--- src/rtl/acq_pkg.sv ---
// Shared types and constants for the acquisition frame scheduler.
package acq_pkg;

  typedef enum logic [1:0] {
    IDLE    = 2'd0,
    ARM     = 2'd1,
    DISCARD = 2'd2,
    RUN     = 2'd3
  } acq_state_t;

  localparam int NUM_CH_DEF   = 16;
  localparam int PIPE_LAG_DEF = 2;
  localparam int SAMPLE_W     = 10;
  localparam int CH_W         = 4;

  // The master reports the channel whose command just went out; the result
  // on its data lines belongs to the command issued PIPE_LAG conversions ago.
  function automatic logic [CH_W-1:0] true_ch(input logic [5:0] ch,
                                               input int lag,
                                               input int nch);
    int t;
    t = (int'(ch) - lag) % nch;
    if (t < 0) t = t + nch;
    return t[CH_W-1:0];
  endfunction

endpackage

--- src/rtl/acq_fifo.sv ---
// Small synchronous FIFO; pointers carry an extra MSB to tell full from empty.
// DEPTH must be a power of two, at least 2.
module acq_fifo #(
  parameter int WIDTH = 24,
  parameter int DEPTH = 4
) (
  input  logic             i_clk,
  input  logic             i_rst,
  input  logic             i_push,
  input  logic             i_pop,
  input  logic [WIDTH-1:0] i_data,
  output logic [WIDTH-1:0] o_data,
  output logic             o_full,
  output logic             o_empty
);

  localparam int AW = $clog2(DEPTH);

  logic [WIDTH-1:0] r_mem [DEPTH];
  logic [AW:0]      r_wr_ptr;
  logic [AW:0]      r_rd_ptr;
  logic             w_do_push;
  logic             w_do_pop;

  assign o_empty   = (r_wr_ptr == r_rd_ptr);
  assign o_full    = (r_wr_ptr[AW] != r_rd_ptr[AW]) &&
                     (r_wr_ptr[AW-1:0] == r_rd_ptr[AW-1:0]);
  assign w_do_pop  = i_pop && !o_empty;
  // A pop in the same cycle frees the slot, so a push into a full FIFO is legal then.
  assign w_do_push = i_push && (!o_full || w_do_pop);

  // Head is forced to zero when empty so the stream outputs read as idle.
  assign o_data = o_empty ? '0 : r_mem[r_rd_ptr[AW-1:0]];

  // Pointer update; reset empties the buffer.
  always_ff @(posedge i_clk) begin
    if (i_rst) begin
      r_wr_ptr <= '0;
      r_rd_ptr <= '0;
    end else begin
      if (w_do_push) r_wr_ptr <= r_wr_ptr + 1'b1;
      if (w_do_pop)  r_rd_ptr <= r_rd_ptr + 1'b1;
    end
  end

  // Storage write.
  always_ff @(posedge i_clk) begin
    if (w_do_push) r_mem[r_wr_ptr[AW-1:0]] <= i_data;
  end

endmodule

--- src/rtl/acq_frame_scheduler.sv ---
// Sequences the dual-channel SPI master for continuous acquisition and packs
// channel-tagged A/B samples into a buffered valid/ready frame stream.
// Optional macro ACQ_TIMESTAMP_EN adds a 32-bit cycle timestamp per word (frm_ts).
//
//   state   | meaning
//   IDLE    | master held in reset, reset-length counter running
//   ARM     | master released, one-cycle trigger pulse
//   DISCARD | dropping pipeline-lag words and waiting for a channel-0 word
//   RUN     | pushing every conversion; leaves on frame end once enable drops
module acq_frame_scheduler
  import acq_pkg::*;
#(
  parameter int NUM_CH     = NUM_CH_DEF,
  parameter int PIPE_LAG   = PIPE_LAG_DEF,
  parameter int FIFO_DEPTH = 4,
  parameter int MIN_RST    = 4
) (
  input  logic                  CLK,
  input  logic                  RST,
  input  logic                  enable,
  output logic                  spi_rst,
  output logic                  spi_trig,
  input  logic                  spi_cs_b,
  input  logic [5:0]            spi_ch,
  input  logic [SAMPLE_W-1:0]   spi_out_a,
  input  logic [SAMPLE_W-1:0]   spi_out_b,
  output logic                  frm_valid,
  input  logic                  frm_ready,
  output logic [2*SAMPLE_W-1:0] frm_data,
  output logic [CH_W-1:0]       frm_ch,
  output logic                  frm_sof,
  output logic                  frm_eof,
  output logic                  overflow,
`ifdef ACQ_TIMESTAMP_EN
  output logic [31:0]           frm_ts,
`endif
  output logic                  busy
);

  localparam int PAY_W = 2*SAMPLE_W + CH_W;
`ifdef ACQ_TIMESTAMP_EN
  localparam int WORD_W = PAY_W + 32;
`else
  localparam int WORD_W = PAY_W;
`endif
  localparam int RCW = (MIN_RST < 1)  ? 1 : $clog2(MIN_RST + 1);
  localparam int SKW = (PIPE_LAG < 1) ? 1 : $clog2(PIPE_LAG + 1);
  localparam logic [RCW-1:0]  RST_CNT_MAX = RCW'(MIN_RST);
  localparam logic [SKW-1:0]  SKIP_INIT   = SKW'(PIPE_LAG);
  localparam logic [CH_W-1:0] LAST_CH     = CH_W'(NUM_CH - 1);

  acq_state_t       r_state;
  logic [RCW-1:0]   r_rst_cnt;
  logic [SKW-1:0]   r_skip_cnt;
  logic             r_spi_rst;
  logic             r_spi_trig;
  logic             r_cs_d;
  logic             r_eoc;
  logic             r_push;
  logic             r_overflow;
  logic [WORD_W-1:0] r_word;

  logic              w_eoc;
  logic              w_pop;
  logic              w_fifo_full;
  logic              w_fifo_empty;
  logic [CH_W-1:0]   w_tag;
  logic [PAY_W-1:0]  w_payload;
  logic [WORD_W-1:0] w_word;
  logic [WORD_W-1:0] w_fifo_dout;

  assign w_eoc     = spi_cs_b & ~r_cs_d;
  assign w_tag     = true_ch(spi_ch, PIPE_LAG, NUM_CH);
  assign w_payload = {spi_out_a, spi_out_b, w_tag};

`ifdef ACQ_TIMESTAMP_EN
  logic [31:0] r_ts_cnt;

  // Free-running cycle counter sampled into each word at end-of-conversion.
  always_ff @(posedge CLK) begin
    if (RST) r_ts_cnt <= '0;
    else     r_ts_cnt <= r_ts_cnt + 32'd1;
  end

  assign w_word = {r_ts_cnt, w_payload};
  assign frm_ts = w_fifo_dout[WORD_W-1:PAY_W];
`else
  assign w_word = w_payload;
`endif

  // CS_b rising-edge detect; cs_d resets high so idle CS_b never looks like an edge.
  always_ff @(posedge CLK) begin
    if (RST) begin
      r_cs_d <= 1'b1;
      r_eoc  <= 1'b0;
    end else begin
      r_cs_d <= spi_cs_b;
      r_eoc  <= w_eoc;
    end
  end

  // Sequencer: master reset/trigger, lag discard, frame alignment and word capture.
  always_ff @(posedge CLK) begin
    if (RST) begin
      r_state    <= IDLE;
      r_rst_cnt  <= '0;
      r_skip_cnt <= '0;
      r_spi_rst  <= 1'b1;
      r_spi_trig <= 1'b0;
      r_push     <= 1'b0;
      r_word     <= '0;
    end else begin
      r_push     <= 1'b0;
      r_spi_trig <= 1'b0;
      case (r_state)
        IDLE: begin
          r_spi_rst <= 1'b1;
          if (r_rst_cnt != RST_CNT_MAX) r_rst_cnt <= r_rst_cnt + 1'b1;
          if (enable && (r_rst_cnt == RST_CNT_MAX)) begin
            r_state    <= ARM;
            r_spi_rst  <= 1'b0;
            r_spi_trig <= 1'b1;
          end
        end
        ARM: begin
          r_skip_cnt <= SKIP_INIT;
          if (!enable) begin
            r_state   <= IDLE;
            r_rst_cnt <= '0;
            r_spi_rst <= 1'b1;
          end else begin
            r_state <= DISCARD;
          end
        end
        DISCARD: begin
          if (!enable) begin
            r_state   <= IDLE;
            r_rst_cnt <= '0;
            r_spi_rst <= 1'b1;
          end else if (r_eoc) begin
            if (r_skip_cnt != '0) begin
              r_skip_cnt <= r_skip_cnt - 1'b1;
            end else if (w_tag == '0) begin
              // First good word of a frame: push it and stay aligned from here on.
              r_push  <= 1'b1;
              r_word  <= w_word;
              r_state <= RUN;
            end
          end
        end
        RUN: begin
          if (r_eoc) begin
            r_push <= 1'b1;
            r_word <= w_word;
            if (!enable && (w_tag == LAST_CH)) begin
              r_state   <= IDLE;
              r_rst_cnt <= '0;
              r_spi_rst <= 1'b1;
            end
          end
        end
        default: r_state <= IDLE;
      endcase
    end
  end

  // Sticky overflow: a push that the FIFO could not take.
  always_ff @(posedge CLK) begin
    if (RST)                                     r_overflow <= 1'b0;
    else if (r_push && w_fifo_full && !w_pop)    r_overflow <= 1'b1;
  end

  acq_fifo #(
    .WIDTH (WORD_W),
    .DEPTH (FIFO_DEPTH)
  ) u_fifo (
    .i_clk   (CLK),
    .i_rst   (RST),
    .i_push  (r_push),
    .i_pop   (w_pop),
    .i_data  (r_word),
    .o_data  (w_fifo_dout),
    .o_full  (w_fifo_full),
    .o_empty (w_fifo_empty)
  );

  assign frm_valid = ~w_fifo_empty;
  assign w_pop     = frm_valid & frm_ready;
  assign frm_ch    = w_fifo_dout[CH_W-1:0];
  assign frm_data  = w_fifo_dout[PAY_W-1:CH_W];
  assign frm_sof   = frm_valid & (frm_ch == '0);
  assign frm_eof   = frm_valid & (frm_ch == LAST_CH);

  // Reset reaches the master in the same cycle RST is asserted.
  assign spi_rst  = r_spi_rst | RST;
  assign spi_trig = r_spi_trig;
  assign overflow = r_overflow;
  assign busy     = (r_state != IDLE);

endmodule
--- config.mk ---
export PLATFORM = sky130hd
export DESIGN_NAME = acq_frame_scheduler
export DESIGN_NICKNAME = d
export VERILOG_FILES = /design/src/rtl/acq_pkg.sv /design/src/rtl/acq_fifo.sv /design/src/rtl/acq_frame_scheduler.sv
export SDC_FILE = /design/constraint.sdc
export NUM_CORES = 1
export LEC_CHECK = 0
export CORE_MARGIN = 2
export CORE_UTILIZATION = 58
export CTS_BUF_LIST = sky130_fd_sc_hd__clkbuf_8
export DETAILED_ROUTE_END_ITERATION = 8
export GPL_TIMING_DRIVEN = 0
export MAX_ROUTING_LAYER = met4
export PLACE_DENSITY = 0.81
export SYNTH_ARGS = -nofsm -noshare
export SYNTH_HDL_FRONTEND = slang
export SYNTH_SLANG_ARGS = --single-unit
--- constraint.sdc ---
create_clock -name CLK -period 2.7 [get_ports CLK]
set_input_delay 0.81 -clock CLK [delete_from_list [all_inputs] [get_ports CLK]]
set_output_delay 0.81 -clock CLK [all_outputs]
set_load 0.01 [all_outputs]
# Yosys cells after proc, flatten, opt, wreduce, memory -nomap -nowiden
# Memory sizes are Yosys's and may differ from the RTL's. A register that Yosys moved wholly into a read port is not among the register bits.
# Index checks and enable logic that the tools add are counted.
# op_classes
n_mux	42
magnitude_cmp	1
reduce_logical	27
eq_ne	23
addsub	6
n_bitwise	9
# ops
op	n
24-bit 2-to-1 mux	6
24-bit case mux with 2 select lines	1
2-bit 2-to-1 mux	13
2-bit inequality test, second input constant	10
1-bit 2-to-1 mux	12
3-bit 2-to-1 mux	4
3-bit inequality test, second input constant	4
6-bit AND reduction	2
3-bit by 1-bit adder with 3-bit output, second input constant	3
3-bit case mux with 3 select lines	1
4-bit equality test, second input constant	2
4-bit logical NOT	2
2-bit case mux with 4 select lines	1
4-bit AND reduction	2
2-bit nonzero test	4
1-bit logical AND	7
6-bit by 2-bit subtractor with 7-bit output, second input constant	1
1-bit AND	5
5-bit by 1-bit < comparator with 1-bit output, second input constant	1
4-bit by 1-bit adder with 4-bit output, second input constant	1
2-bit equality test, second input constant	2
1-bit logical NOT	4
4-bit 2-to-1 mux	1
2-bit case mux with 2 select lines	1
15 further kinds	18
# totals
word_cells	121
ramBits	96
n_memories	1
out_inout_bits	31
regBits	43
# mem_list
name	words	width	read_ports	rd_ports_with_merged_regs	wr	line	source
u_fifo.r_mem	4	24	1	1	1	acq_fifo.sv:19	logic [WIDTH-1:0] r_mem [DEPTH];

# Longest topological paths before layout
# Gate-level depths: netlist (run 1).
# depth
depth_word	11
depth_mapped	7
depth_no_buf	6

# By module
# A second synthesis (run 1) with hierarchy kept.
# unflattened
cells_unflattened	410
hier_area_um2	5950.7
# by_module_without_submodules
mod	area_per_inst_um2	cells_each	n_inst	seq_area_each_um2
acq_fifo	4115.2	206	1	3042.9
acq_frame_scheduler	1835.5	204	1	740.7

# Worst setup path after synthesis (run 1)
# Ideal clock, no wire load.
# synth_path
path_kind	input -> register
start	in frm_ready
end	mem u_fifo.r_mem[0][0] (enable)
cell_stages	2
path_buffers	0
arrival_ps	1977
path_slack_ps	319
cell_sequence	o41ai_4 > nor2_1
# synth_between
elab_chain_cells	6
# synth_rtl
element	line	source
start, declared	acq_frame_scheduler.sv:28	input logic frm_ready,
1-bit AND	acq_frame_scheduler.sv:188	assign w_pop = frm_valid & frm_ready;
1-bit logical AND	acq_fifo.sv:28	assign w_do_pop = i_pop && !o_empty;
1-bit logical OR	acq_fifo.sv:30	assign w_do_push = i_push && (!o_full || w_do_pop);
1-bit logical AND	acq_fifo.sv:30	
1-bit 2-to-1 mux	acq_fifo.sv:48	if (w_do_push) r_mem[r_wr_ptr[AW-1:0]] <= i_data;
1-bit 2-to-1 mux (implied by the code)	acq_fifo.sv:48	
end, declared	acq_fifo.sv:19	
# No other way between the ends.

==> impl_metrics.ini, run 1 <==
[clock_network]
cts_htree_levels = 4
clk_pin_slew_worst_paths_ns = 0.07
clkSinkCount = 141
clock_latency_ns = 0.44
cts_root_buf = clkbuf_8
tritoncts = yes
cts-buffers-inserted = 17
cts_max_path_buffers = 2

[floorplanning]
core.rowCount = 36
die_height_um = 105
pin_count = 62
floorplan.initialDensity_pct = 59.8
die_x_um = 105
core_region_area_mm2 = 0.00982
die_area_mm2 = 0.0109

[routing]
routed_wl_um = 11700
detailedRoute.firstPassIterationCount = 6
wire_per_inst_um = 18.4
final_antenna_net_count = 0
post-route-drc-count = 0
routed_via_count = 3485
dr.first_iter.drc_count = 187
route.detailed.vias_per_inst = 5.51

[worst_hold_path]
min-delay-start = r_cs_d
hold-path-cell-count = 1
min_to = r_eoc
worstHoldPathType = flip-flop to flip-flop

[timing]
final_min_period_over_clock_period_pct = 105
final_critical_path_required_period_ns = 2.85
max_slew_margin_pct = 46.1
worst_slew_pin_slew_ns = 0.808
achievable-frequency_mhz = 351
finalWorstSetupSlack_ns = -0.148
timing.hold.ws_ns = 0.399
setup_viol_count_final = 25
final.setup_skew_ns = 0.0135
fin_setup_tns_ns = -1.04
hold_viol = 0
setup_repair_after_global_routing_missed_its_margin = yes
drv_slew = 0

[global_routing]
number_of_global_route_vias_before_repair = 3522
grt_start_max_net_pins = 17
global_route.usage.total_pct = 22.8
global_route.overflow_total = 0
antenna_violations_before_repair = 0
grt_pass1_wl_um = 18000

[synth]
synth_largest_type_area_fraction_pct = 49.1
synth_seq_cells = 141
synth-simple-area-share_pct = 11.6
synthDistinctLibCells = 41
synthesized_area_fraction_occupied_by_ao_oa_aoi_and_oai_cells_pct = 3.43
xor_and_xnor_fraction_of_the_mapped_netlist_area_pct = 1.34
yosys_warnings = 0
main_combinational_cell_family_by_area_after_synthesis = multiplexers
mappedNetlistNets = 438
synth_adder_area_share_pct = 2.98
syn-cell-area_mm2 = 0.00587
synth-seq-area-share_pct = 64.4
post_synth_inst_count = 393
post_synth_main_area_contributors = edfxtp_1 49%, dfxtp_1 15%, mux4_2 9.2%
synth_flop_cell = edfxtp_1
muxShareOfSynthArea_pct = 13.7
number_of_enable_type_register_cells_in_the_synthesized_netlist = 96
syn_area_per_cell_um2 = 14.9
synth_async_sr_flop_share_pct = 0
netlist.top_cell.by_area = edfxtp_1

[worst_setup_path]
startpoint_type = flip-flop
cp.arrival_ns = 2.04
critPathRequiredTime_ns = 1.89
critical_path.max_fanout = 6
worst_r2r_path_depth = 5
critical_path.reg2reg.endpoint = u_fifo.r_mem[2][7]
criticalPathCategory = flip-flop to primary output
rr_startpoint = u_fifo.r_rd_ptr[1]
r2r_setup_slack_ns = 0.57
critical_path.endpoint_type = primary output

[place]
routabilityCongestion = 0.871
dp_hpwl_um = 7690
pre_cts_slack_ns = -0.374
numPortBuffers = 58

[finish]
flow.area_growth_from_synthesis_pct = 25.5
drive_gt1_share_pct = 30.1
finish.net_count = 531
diodes = 0

[power_and_ir_drop]
total_power_mw = 4.01
p_leak_nw = 2.69
vdd_ir_drop_max_mv = 0.465
power_per_cell_area_mw_per_mm2 = 544

[outcome]
violated_checks = negative setup slack
run_status = finished, violations left

[flow_run]
max_cap_violations = 0
[timing repair]
| action | 4_1_cts | 5_1_grt |
|---|---|---|
| hold buffers | 0 | 0 |
| gates cloned | 2 | 1 |
| buffers inserted | 8 | 2 |
| endpoints found under the setup margin | 28 | 36 |
| gates resized for setup | 166 | 35 |
| pin swaps | 9 | 9 |
[power by group]
part           internal, mW  switching, mW  leakage [nW]
Clock                 0.655          0.733         0.187
Sequential             2.30         0.0250          1.35
Combinational         0.152          0.140          1.16
[layer usage]
layer	vias up	part of all wire (%)	track usage, %
met5	-	0	-
met4	0	0.97	6.67
met3	15	5.7	6.86
met2	106	54	39.6
met1	1738	39	25.5
li1	1626	-	-
[Yosys cell counts, types with 2 or more instances]
library cell   n
xnor2_1        3
nand2b_1      42
edfxtp_1      96
mux4_2        24
o21ai_0        8
buf_4          2
nand3_1        5
buf_2          5
mux2_2         2
or2_2          2
nor3_1         2
xor2_1         6
ha_1          14
or3_1          3
o31ai_1        2
nor2_1        16
or3_2          2
nand2_1        3
dfxtp_1       45
nor4_1         2
clkbuf_1      11
and2_1        26
nor2b_1        5
inv_1         18
a31oi_1        2
mux2i_1       24
a21oi_1        9
[placed cells by master (no fill, tap or decap), types with 7 or more instances in the layout]
cell type / count
clkdlybuf4s50_1: 31
buf_8: 8
mux2i_1: 24
clkbuf_8: 20
nand2b_1: 42
mux4_2: 24
o21ai_0: 8
a21oi_1: 9
inv_1: 23
dfxtp_1: 39
nor2_1: 11
buf_6: 23
ha_1: 14
and2_1: 7
buf_4: 7
and2_4: 19
edfxtp_1: 96
[metrics by stage]
step                      area, um^2  util, %  instances
after global placement          6620     67.4        584
after floorplan                 5870        -        393
after detailed placement        6710     68.4        588
final                           7370     75.1        632
after CTS                       7210     73.4        629
after global routing            7370     75.1        632
[worst max-delay path by stage]
stage	start	endpoint	slack, ns
after floorplan	frm_ready	u_fifo.r_mem[0][0]	0.32
after global placement	frm_ready	u_fifo.r_mem[0][16]	-1.08
after detailed placement	spi_ch[1]	r_rst_cnt[0]	-0.37
after CTS	flip-flop	frm_sof	-0.14
after global routing	flip-flop	frm_sof	-0.19
final	flip-flop	frm_sof	-0.15
[cells by family (layout without fill, tap and decap cells)]
kind of cell	after synthesis	in the layout
XOR/XNOR	9	9
AO/OA/AOI/OAI	28	28
buffers and inverters	36	142
adder cells (fa/ha/maj)	14	14
flip-flops	141	141
multiplexers	50	50
AND/OR/NAND/NOR	115	115
[critical path, cell delays in order, from the launching register on]
cell and delay [ns]:
dfxtp_2 0.34, buf_8 0.14, mux4_2 0.54, nor4_2 0.28, and2_1 0.18, buf_6 0.12
[sequential cells by signal (all words and copies together), names as in the netlist, 2 cells and up, named ones only]
register         flops
r_skip_cnt           2
r_state              2
u_fifo.r_mem        96
u_fifo.r_rd_ptr      3
r_word              24
u_fifo.r_wr_ptr      3
r_rst_cnt            3
[cell type report]
| cell class | instances | area (um^2) |
|---|---|---|
| Sequential cell | 141 | 3800 |
| Clock inverter | 13 | 63.8 |
| Timing Repair Buffer | 75 | 813 |
| Multi-Input combinational cell | 216 | 2030 |
| Clock buffer | 19 | 262 |
| Buffer | 17 | 173 |
| Tap cell | 133 | 166 |
| Fill cell | 608 | 2450 |
| Inverter | 18 | 67.6 |
Power figures use the tool's default switching activity.
==> run 2, diff against run 1 <==
--- a/config.mk
+++ b/config.mk
@@ -5,13 +5,13 @@
 export SDC_FILE = /design/constraint.sdc
 export NUM_CORES = 1
 export LEC_CHECK = 0
-export CORE_MARGIN = 2
-export CORE_UTILIZATION = 58
+export CAP_MARGIN = 10
+export CORE_UTILIZATION = 60
 export CTS_BUF_LIST = sky130_fd_sc_hd__clkbuf_8
 export DETAILED_ROUTE_END_ITERATION = 8
 export GPL_TIMING_DRIVEN = 0
 export MAX_ROUTING_LAYER = met4
-export PLACE_DENSITY = 0.81
+export PLACE_DENSITY = 0.84
 export SYNTH_ARGS = -nofsm -noshare
 export SYNTH_HDL_FRONTEND = slang
 export SYNTH_SLANG_ARGS = --single-unit
==> constraint.sdc (replaced) <==
create_clock -name CLK -period 3.7 [get_ports CLK]
set_input_delay 1.11 -clock CLK [delete_from_list [all_inputs] [get_ports CLK]]
set_output_delay 1.11 -clock CLK [all_outputs]
set_load 0.01 [all_outputs]
==> run 2 against run 1 <==
Against the previous run:
- the run now ends clean
- non-clock buffer count shrank 11
- sequential share of layout area grew 1.1 points
- sequential cell count stayed put
- utilization up 1.7 points
- worst hold slack worse by 0.0028 ns
- clock skew down 0.00096 ns
- global-route usage increased by 2.2 points
- largest cell class unchanged
==> impl_metrics.ini, run 2 (synthesis results as in run 1) <==
[outcome]
run_status = complete, no violations

[place]
postPlaceCellArea_mm2 = 0.00672
routabilityCongestion = 0.831
placed_cells = 584
dp_hpwl_um = 7380
numPortBuffers = 58
pre_cts_slack_ns = 0.301

[finish]
drive_gt1_share_pct = 17.4
flow.area_growth_from_synthesis_pct = 22.4
finish.utilization_pct = 76.7
finish.net_count = 520
largest_register_ff_count = 96
layout_commonest_cell = edfxtp_1
filler_cell_count = 546
layoutNonFillerInstCount = 617
layout.cells.most_common_list = 96 x edfxtp_1, 58 x clkdlybuf4s50_1, 45 x dfxtp_1, 42 x nand2b_1, 26 x and2_1
diodes = 0
finish.instance_area_mm2 = 0.00719

[power_and_ir_drop]
power_report.internal_total_mw = 2.46
power_frac_clock_pct = 39.6
power_frac_comb_pct = 6.7
switching_power_mw = 0.707
switching_share_pct = 22.3
vdd_ir_drop_max_mv = 0.321
p_leak_nw = 2.52
sequential_cell_fraction_of_total_power_pct = 53.7
power_per_cell_area_mw_per_mm2 = 440
total_power_mw = 3.16

[global_routing]
global_route.overflow_total = 0
grt_start_max_net_pins = 17
grt_pass1_wl_um = 17600
global_route.usage.total_pct = 24.9
antenna_violations_before_repair = 0
number_of_global_route_vias_before_repair = 3496

[worst_hold_path]
worstHoldPathType = flip-flop to flip-flop

[worst_setup_path]
rr_startpoint = u_fifo.r_wr_ptr[1]
critical_path.max_fanout = 10
crit_top_cell = buf_2
launching_element_of_the_worst_setup_path = u_fifo.r_rd_ptr[0]
critical_path.endpoint_type = primary output
cp-endpoint = frm_ch[0]
critPathRequiredTime_ns = 2.59
startpoint_type = flip-flop
worst_path_max_delay_cell = clkdlybuf4s50_1
critical_path.reg2reg.endpoint = u_fifo.r_mem[2][12]
criticalPathCategory = flip-flop to primary output
cp.arrival_ns = 2.53
r2r_setup_slack_ns = 1.42
timing.critical_path.max_delay_family = buffers and inverters
critPathMaxStageDelay_ns = 0.55
crit_buf_inv = 3
worst_r2r_path_depth = 5
worst-path-stages = 6
worstPathCellList = xor2_4 -> or3_1 -> buf_2 -> buf_2 -> and2_1 -> clkdlybuf4s50_1

[clock_network]
clk_pin_slew_worst_paths_ns = 0.08
clock_latency_ns = 0.44
tritoncts = yes
postCtsHoldBufs = 0
clkSinkCount = 141
cts-buffers-inserted = 17
cts_htree_levels = 4
cts_root_buf = clkbuf_8
cts_max_path_buffers = 2

[timing]
hold_viol = 0
final.setup_skew_ns = 0.0125
drv_slew = 0
achievable-frequency_mhz = 275
final_min_period_over_clock_period_pct = 98.4
worst_slew_pin_slew_ns = 0.887
max_slew_margin_pct = 40.8
setup_viol_count_final = 0
final_critical_path_required_period_ns = 3.64
timing.hold.ws_ns = 0.396
fin_setup_tns_ns = 0
finalWorstSetupSlack_ns = 0.0604

[floorplanning]
core_region_area_mm2 = 0.00937
die_height_um = 101
floorplan.initialDensity_pct = 62.7
die_x_um = 101
pin_count = 62
die_area_mm2 = 0.0102
core.rowCount = 35

[routing]
wire_per_inst_um = 18.9
dr.first_iter.drc_count = 201
detailedRoute.firstPassIterationCount = 5
routed_wl_um = 11700
routed_via_count = 3486
route.detailed.vias_per_inst = 5.65
final_antenna_net_count = 0
post-route-drc-count = 0

[flow_run]
max_cap_violations = 0
## run 2: cell types whose count changed in the layout (fill, tap and decap cells not counted), sizes merged
| cell | change |
|---|---|
| clkinv | -1 |
| inv | -1 |
| bufinv | +3 |
| clkinvlp | +1 |
| buf | -40 |
| clkdlybuf4s50 | +27 |
## run 2: worst min-delay path by stage
stage,startpoint,endpoint,slack (ns),cells past startpoint
2_1_floorplan,r_cs_d,r_eoc,0.37,1
3_3_place_gp,r_cs_d,r_eoc,0.38,1
3_5_place_dp,r_cs_d,r_eoc,0.39,1
4_1_cts,r_cs_d,r_eoc,0.40,1
5_1_grt,r_cs_d,r_eoc,0.41,1
6_report,r_cs_d,r_eoc,0.40,1
## run 2: layout make-up
| type | instances | area (um^2) | area share, % |
|---|---|---|---|
| clock inverter | 15 | 174 | 2.42 |
| timing repair buffer | 63 | 686 | 9.54 |
| multi-input combinational | 216 | 1990 | 27.7 |
| tap | 129 | 161 | 2.25 |
| clock buffer | 17 | 234 | 3.25 |
| sequential | 141 | 3780 | 52.6 |
| inverter | 18 | 67.6 | 0.940 |
| buffer | 18 | 92.6 | 1.29 |
## run 2: repair_timing
| item | 4_1_cts | 5_1_grt |
|---|---|---|
| pin swaps | 0 | 2 |
| setup endpoints to repair | 25 | 17 |
| setup buffers | 0 | 1 |
| resized for setup | 7 | 4 |
## run 2: power by group through the flow
stage / combinational, mW / sequential, mW / clock, mW
after global routing: 0.237 / 1.70 / 1.33
after CTS: 0.211 / 1.70 / 1.26
after global placement: 0.201 / 1.73 / 0
after floorplan: 0.136 / 1.73 / 0
after detailed placement: 0.209 / 1.73 / 0
final: 0.211 / 1.70 / 1.25
## run 2: metal layers
| layer | vias to the layer above | GRT usage [%] | share of wire, % |
|---|---|---|---|
| li1 | 1603 | - | - |
| met2 | 137 | 42.5 | 53 |
| met1 | 1712 | 28.8 | 39 |
| met5 | - | - | 0 |
| met4 | 0 | 10.8 | 2.7 |
| met3 | 34 | 4.99 | 4.9 |
==> run 3, diff against run 2 <==
--- a/config.mk
+++ b/config.mk
@@ -10,7 +10,6 @@
 export CTS_BUF_LIST = sky130_fd_sc_hd__clkbuf_8
 export DETAILED_ROUTE_END_ITERATION = 8
 export GPL_TIMING_DRIVEN = 0
-export MAX_ROUTING_LAYER = met4
 export PLACE_DENSITY = 0.84
 export SYNTH_ARGS = -nofsm -noshare
 export SYNTH_HDL_FRONTEND = slang
==> run 3 against run 2 <==
Against the previous run:
- largest power group unchanged
- count of clock-buffer cells in the layout unchanged
- final cell count unchanged
- total power about the same
- highest routed layer unchanged
- die area unchanged
- first-iteration DRC count up 16%
==> impl_metrics.ini, run 3 (synthesis results as in run 1) <==
[outcome]
run_status = complete, no violations

[finish]
drive_gt1_share_pct = 17.4
diodes = 0
finish.net_count = 520
flow.area_growth_from_synthesis_pct = 22.4
largest_register_ff_count = 96
finish.utilization_pct = 76.7
layout_commonest_cell = edfxtp_1
layout.cells.most_common_list = 96 x edfxtp_1, 58 x clkdlybuf4s50_1, 45 x dfxtp_1, 42 x nand2b_1, 26 x and2_1

[floorplanning]
floorplan.initialDensity_pct = 62.7
die_x_um = 101
core_region_area_mm2 = 0.00937
pin_count = 62
die_area_mm2 = 0.0102
core.rowCount = 35
die_height_um = 101

[routing]
wire_per_inst_um = 18.7
final_antenna_net_count = 0
dr.first_iter.drc_count = 234
routed_wl_um = 11600
route.detailed.vias_per_inst = 5.59
post-route-drc-count = 0
detailedRoute.firstPassIterationCount = 4
routed_via_count = 3446

[clock_network]
tritoncts = yes
clkSinkCount = 141
clock_latency_ns = 0.44
cts_htree_levels = 4
clk_pin_slew_worst_paths_ns = 0.08
cts_root_buf = clkbuf_8
cts-buffers-inserted = 17
cts_max_path_buffers = 2

[global_routing]
antenna_violations_before_repair = 0
grt_pass1_wl_um = 17600
number_of_global_route_vias_before_repair = 3500
global_route.usage.total_pct = 24.2
grt_start_max_net_pins = 17
global_route.overflow_total = 0

[timing]
final.setup_skew_ns = 0.0116
drv_slew = 0
max_slew_margin_pct = 41.1
setup_viol_count_final = 0
worst_slew_pin_slew_ns = 0.883
achievable-frequency_mhz = 277
final_critical_path_required_period_ns = 3.62
hold_viol = 0
final_min_period_over_clock_period_pct = 97.7

[place]
dp_hpwl_um = 7380
numPortBuffers = 58
routabilityCongestion = 0.819

[worst_setup_path]
critical_path.endpoint_type = primary output
criticalPathCategory = flip-flop to primary output
cp.arrival_ns = 2.51
rr_startpoint = u_fifo.r_wr_ptr[1]
launching_element_of_the_worst_setup_path = u_fifo.r_rd_ptr[0]
critPathRequiredTime_ns = 2.59
startpoint_type = flip-flop
critical_path.max_fanout = 10

[worst_hold_path]
worstHoldPathType = flip-flop to flip-flop
min-delay-start = r_cs_d

[power_and_ir_drop]
p_leak_nw = 2.52
vdd_ir_drop_max_mv = 0.321
total_power_mw = 3.16
power_per_cell_area_mw_per_mm2 = 440

[flow_run]
max_cap_violations = 0
## run 3: cell counts in the layout (fill, tap and decap cells not counted)
No cell type changed its count.
## run 3: routing by layer
metal	track usage [%]	up-vias	part of all wire (%)
met3	4.99	26	4.5
li1	-	1604	-
met1	28.8	1705	40
met2	42.5	111	54
met4	10.8	0	2.1
met5	0	-	0
## run 3: stage by stage
stage | setup slack [ns] | cell area (um^2) | std cells | TNS, ns | hold WS, ns
after floorplan | 1.02 | 5870 | 393 | 0 | 0.372
after global placement | -0.344 | 6610 | 580 | -31.62 | 0.378
after detailed placement | 0.301 | 6720 | 584 | 0 | 0.392
after CTS | 0.0384 | 7160 | 616 | 0 | 0.401
after global routing | -0.00411 | 7190 | 617 | -0.00411 | 0.415
final | 0.0834 | 7190 | 617 | 0 | 0.396
## run 3: worst paths after layout
kind | to | slack [ns] | cells past startpoint
hold / removal | r_eoc | 0.40 | 1
setup reg to reg | u_fifo.r_mem[2][12] | 1.44 | 5
setup / recovery | frm_ch[0] | 0.08 | 6
hold reg to reg | r_eoc | 0.40 | 1
## run 3: report_power, final
part	total [mW]	internal [mW]	switching [mW]
Combinational	0.211	0.109	0.101
Clock	1.26	0.665	0.590
Sequential	1.70	1.68	0.0168
## run 3: cell type report
cell class | instances | area [um^2]
plain buffers | 18 | 92.6
clock buffers | 17 | 234
clock inverters | 15 | 174
fillers | 546 | 2180
inverters | 18 | 67.6
multi-input cells | 216 | 1990
flip-flops and latches | 141 | 3780
well taps | 129 | 161
repair buffers | 63 | 686
## run 3: worst max-delay path, cell delays in order (launching register included)
cell and delay [ns]:
dfxtp_1 0.48, xor2_4 0.25, or3_1 0.14, buf_2 0.20, buf_2 0.26, and2_1 0.18, clkdlybuf4s50_1 0.55
## run 3: timing repair
action	CTS	global route
resized for setup	7	4
endpoints found under the hold margin	0	0
pin swaps	0	2
setup buffers	0	1
hold buffers	0	0
endpoints found under the setup margin	25	17
